--- config.mk ---
export PLATFORM = sky130hd
export DESIGN_NAME = shift_reg_bidir
export DESIGN_NICKNAME = d
export VERILOG_FILES = /design/src/rtl/shift_reg_defs.sv /design/src/rtl/popcount.sv /design/src/rtl/shift_reg_bidir.sv
export SDC_FILE = /design/constraint.sdc
export NUM_CORES = 1
export LEC_CHECK = 0
export BUFFER_PORTS_ARGS = -buffer_cell sky130_fd_sc_hd__buf_2
export CAP_MARGIN = 20
export CORE_MARGIN = 3
export CORE_UTILIZATION = 52
export CTS_CLUSTER_DIAMETER = 40
export DETAILED_ROUTE_END_ITERATION = 10
export GPL_ROUTABILITY_DRIVEN = 0
export MAX_ROUTING_LAYER = met4
export PLACE_DENSITY_LB_ADDON = 0.1
export SLEW_MARGIN = 20
export SYNTH_ARGS = -nofsm -noshare
export SYNTH_HDL_FRONTEND = slang
export SYNTH_SLANG_ARGS = --single-unit
--- constraint.sdc ---
create_clock -name clk -period 6.7 [get_ports clk]
set_input_delay 0.335 -clock clk [delete_from_list [all_inputs] [get_ports clk]]
set_output_delay 0.335 -clock clk [all_outputs]
set_load 0.05 [all_outputs]
--- src/rtl/shift_reg_defs.sv ---
// Shared definitions for the bidirectional shift register.
// Mode encodings used by the shifter and by the blocks that drive it.
package shift_reg_defs;

    typedef enum logic [1:0] {
        MODE_SHL = 2'b00,
        MODE_SHR = 2'b01,
        MODE_ROL = 2'b10,
        MODE_ROR = 2'b11
    } mode_e;

endpackage

--- src/rtl/popcount.sv ---
// Combinational population count.
// Output is wide enough to hold WIDTH itself.
module popcount #(
    parameter int WIDTH = 8,
    parameter int CNT_W = $clog2(WIDTH + 1)
) (
    input  logic [WIDTH-1:0] in_bits,
    output logic [CNT_W-1:0] cnt
);

    // Sum every bit of the input vector.
    always_comb begin
        cnt = '0;
        for (int i = 0; i < WIDTH; i++) begin
            cnt = cnt + CNT_W'(in_bits[i]);
        end
    end

endmodule

--- src/rtl/shift_reg_bidir.sv ---
// Bidirectional shift/rotate register with parallel load,
// popcount and a registered frame-complete pulse.
module shift_reg_bidir
    import shift_reg_defs::*;
#(
    parameter int WIDTH = 8,
    parameter int CNT_W = $clog2(WIDTH + 1)
) (
    input  logic             clk,
    input  logic             rst_n,
    input  logic             shift_en,
    input  logic [1:0]       mode,
    input  logic             data_in,
    input  logic             load,
    input  logic [WIDTH-1:0] load_data,
    output logic [WIDTH-1:0] data_out,
    output logic             serial_out,
    output logic [CNT_W-1:0] ones_cnt,
    output logic             frame_done
);

    localparam logic [CNT_W-1:0] LAST_SHIFT = CNT_W'(WIDTH - 1);

    logic [WIDTH-1:0] data_q, data_d;
    logic [CNT_W-1:0] cnt_q, cnt_d;
    logic             frame_q, frame_d;
    mode_e            mode_s;

    assign mode_s = mode_e'(mode);

    // Next state: load wins over shift, shift wins over hold.
    always_comb begin
        data_d  = data_q;
        cnt_d   = cnt_q;
        frame_d = 1'b0;
        if (load) begin
            data_d = load_data;
            cnt_d  = '0;
        end else if (shift_en) begin
            unique case (mode_s)
                MODE_SHL: data_d = {data_q[WIDTH-2:0], data_in};
                MODE_SHR: data_d = {data_in, data_q[WIDTH-1:1]};
                MODE_ROL: data_d = {data_q[WIDTH-2:0], data_q[WIDTH-1]};
                MODE_ROR: data_d = {data_q[0], data_q[WIDTH-1:1]};
                default:  data_d = data_q;
            endcase
            if (cnt_q == LAST_SHIFT) begin
                cnt_d   = '0;
                frame_d = 1'b1;
            end else begin
                cnt_d = cnt_q + 1'b1;
            end
        end
    end

    // State registers with asynchronous clear.
    always_ff @(posedge clk or negedge rst_n) begin
        if (!rst_n) begin
            data_q  <= '0;
            cnt_q   <= '0;
            frame_q <= 1'b0;
        end else begin
            data_q  <= data_d;
            cnt_q   <= cnt_d;
            frame_q <= frame_d;
        end
    end

    // Outgoing bit depends on shift direction of the current mode.
    always_comb begin
        serial_out = data_q[0];
        if (mode_s == MODE_SHL || mode_s == MODE_ROL) begin
            serial_out = data_q[WIDTH-1];
        end
    end

    assign data_out   = data_q;
    assign frame_done = frame_q;

    popcount #(
        .WIDTH(WIDTH),
        .CNT_W(CNT_W)
    ) u_popcount (
        .in_bits(data_q),
        .cnt    (ones_cnt)
    );

endmodule

==> flow_summary.toml <==
[clocking]
clk_latency_ns = 0.27
post_cts_buffers = 0
cts_made_buffers = 3
cts_num_sinks = 13
clk_pin_slew_ns = 0.08
cts-root-buf = "clkbuf_4"
cts_tree = "built"
clockBufferDepth = 2
htreeDepth = 1

[timing]
finalSetupViolCount = 0
fmax_mhz = 282
setup_tns_ns = 0
rsz0062_at_grt = "no"
worst_pin_slew_ns = 0.384
hold_slack_ns = 0.261
hold_viol = 0
drv_slew = 0
skew_ns = 0.000682
slew_headroom = 0.744
period_share = 0.530
min_period_ns = 3.55

[logic_synthesis]
synthXorXnorAreaFrac = 0.0192
synth_edf_count = 0
synthAdderAreaFrac = 0.143
synth_top_family_by_area = "compound AO/OA/AOI/OAI gates"
ys_ff_latch = 13
synth_cell_type_count = 28
synth_seq_area_share = 0.357
synth_area_leaders = "dfrtp_1 (36%), fa_1 (8.8%), mux2i_1 (7.7%)"
ys_top_cells_by_count = "dfrtp_1 (13), inv_1 (13), nor2_1 (11)"
synthFlopType = "dfrtp_1"
syn_area_per_cell_um2 = 9.39
yosys_warnings = 0
syn_area_um2 = 911
synth_top_area_frac = 0.357
synthArstFlopShare = 1.00
synthMuxAreaShare = 0.0769
netlist_instances = 97
syn_nets = 120
yosys.area_share.simple = 0.154
yosysTopAreaCell = "dfrtp_1"
synth_compound_area_frac = 0.165

[placement]
dp_cells = 136
numPortBuffers = 28

[die]
io_pins = 29
fp-row-count = 14
fp.dieArea_um2 = 2290
die_w_um = 47.9
die_y_um = 47.9
core_area_um2 = 1580
start_util = 0.578

[setup_path]
cp.arrival_ns = 3.22
start_kind = "flop"
r2r_start = "cnt_q[0]"
startpoint = "data_out[0]"
crit_required_ns = 6.36
endpoint_kind = "output pin"
critical_path_class = "flop to output pin"
worst-path-max-fanout = 6

[route]
postRouteAntennaNets = 0
drt_iter0_markers = 7
avgViaCountPerCell = 5.25
drc = 0
vias = 740
post_drt_wl_per_cell_um = 13.3
firstDrtPassIters = 4
routed_wl_um = 1880

[global_route]
grt_overflow_total = 0
antenna_found_initial = 0
track_usage = 0.201
grt_start_max_net_pins = 24
grt_pass1_vias = 687
grt_first_pass_wirelength_um = 3060

[finish]
diodes = 0
stdcell_count = 141
area_growth_pct = 18.4
drive_gt1_frac = 0.264
fin_nets = 149

[min_path]
hp-class = "primary input to flop"
holdCritStartpoint = "load_data[6]"

[pwr]
p_leak_nw = 0.598
p_switching_w = 0.000157
powerDensity_nw_per_um2 = 291
seq_power_share = 0.295
p_clk_frac = 0.157
ir_worst_vdd_v = 0.000217
p_sw_frac = 0.501
combPwrFrac = 0.548
p_int_w = 0.000157

[outcome]
status = "completed"

[run]
max_cap_viol_count = 0
[state kept, by name (all words and copies together), names as in the netlist]
register / cells
cnt_q: 4
frame_done: 1
data_out: 8
[logic make-up (layout without fill, tap and decap cells)]
logic type,count (synthesis),after routing
AND/OR/NAND/NOR,28,28
AO/OA/AOI/OAI,21,21
buffers and inverters,18,46
flip-flops,13,13
adder cells (fa/ha/maj),8,8
multiplexers,7,7
XOR/XNOR,2,2
[metal layers]
| layer | vias up | track usage | part of all wire |
|---|---|---|---|
| li1 | 383 | - | - |
| met1 | 334 | 0.264 | 0.48 |
| met2 | 23 | 0.303 | 0.45 |
| met3 | 0 | 0.0602 | 0.069 |
| met4 | 0 | 0.0484 | 0 |
| met5 | - | - | 0 |
[power by group through the flow]
stage | logic, W | registers (W) | clock network [W]
floorplan | 0.000118 | 0.000110 | 0
global placement | 0.000168 | 0.0000935 | 0
detailed placement | 0.000173 | 0.0000939 | 0
CTS | 0.000174 | 0.0000924 | 0.0000500
global route | 0.000192 | 0.0000937 | 0.0000551
finish | 0.000172 | 0.0000924 | 0.0000493
[cell usage in the layout (no fill, tap or decap), types with 2 or more instances in the layout]
cell type,count
a211oi_1,6
a21o_1,6
a21oi_1,4
buf_2,28
clkbuf_4,3
dfrtp_1,13
fa_1,4
ha_1,4
inv_1,13
mux2i_1,7
nand2_1,6
nand2b_1,2
nand3b_1,2
nor2_1,11
nor2b_1,2
[metrics by stage]
stage	instance area [µm²]	total power, W	setup WS (ns)	utilization
finish	1080	0.000314	3.15	0.684
global route	1080	0.000341	3.02	0.684
CTS	1080	0.000316	3.13	0.684
detailed placement	1040	0.000267	3.43	0.661
global placement	1040	0.000261	3.53	0.661
floorplan	911	0.000228	2.83	-
[final timing paths]
path	endpoint	slack [ns]	depth (start not counted)
max reg2reg	cnt_q[3]	5.42	3
min in group asynchronous	frame_done	0.47	2
max in group asynchronous	data_out[0]	6.01	2
min	data_out[6]	0.26	2
min reg2reg	cnt_q[1]	0.56	2
max	ones_cnt[2]	3.15	8
[timing repair]
action	in CTS	in global routing
gates resized for setup	0	0
hold buffers	1	0
hold endpoints to repair	13	0
[area by class of cell]
class,count,area [µm²]
repair buffers,29,150
clock buffers,4,26.3
flip-flops and latches,13,325
well taps,16,20.0
fillers,147,498
inverters,13,48.8
multi-input cells,66,508
[critical path, cell delays in order (launching register included)]
cell	delay [ns]
dfrtp_1	0.44
ha_1	0.30
inv_1	0.05
fa_1	0.49
fa_1	0.43
fa_1	0.43
fa_1	0.40
xnor2_1	0.13
buf_2	0.28
No activity file was read; power rests on OpenSTA's default activity.
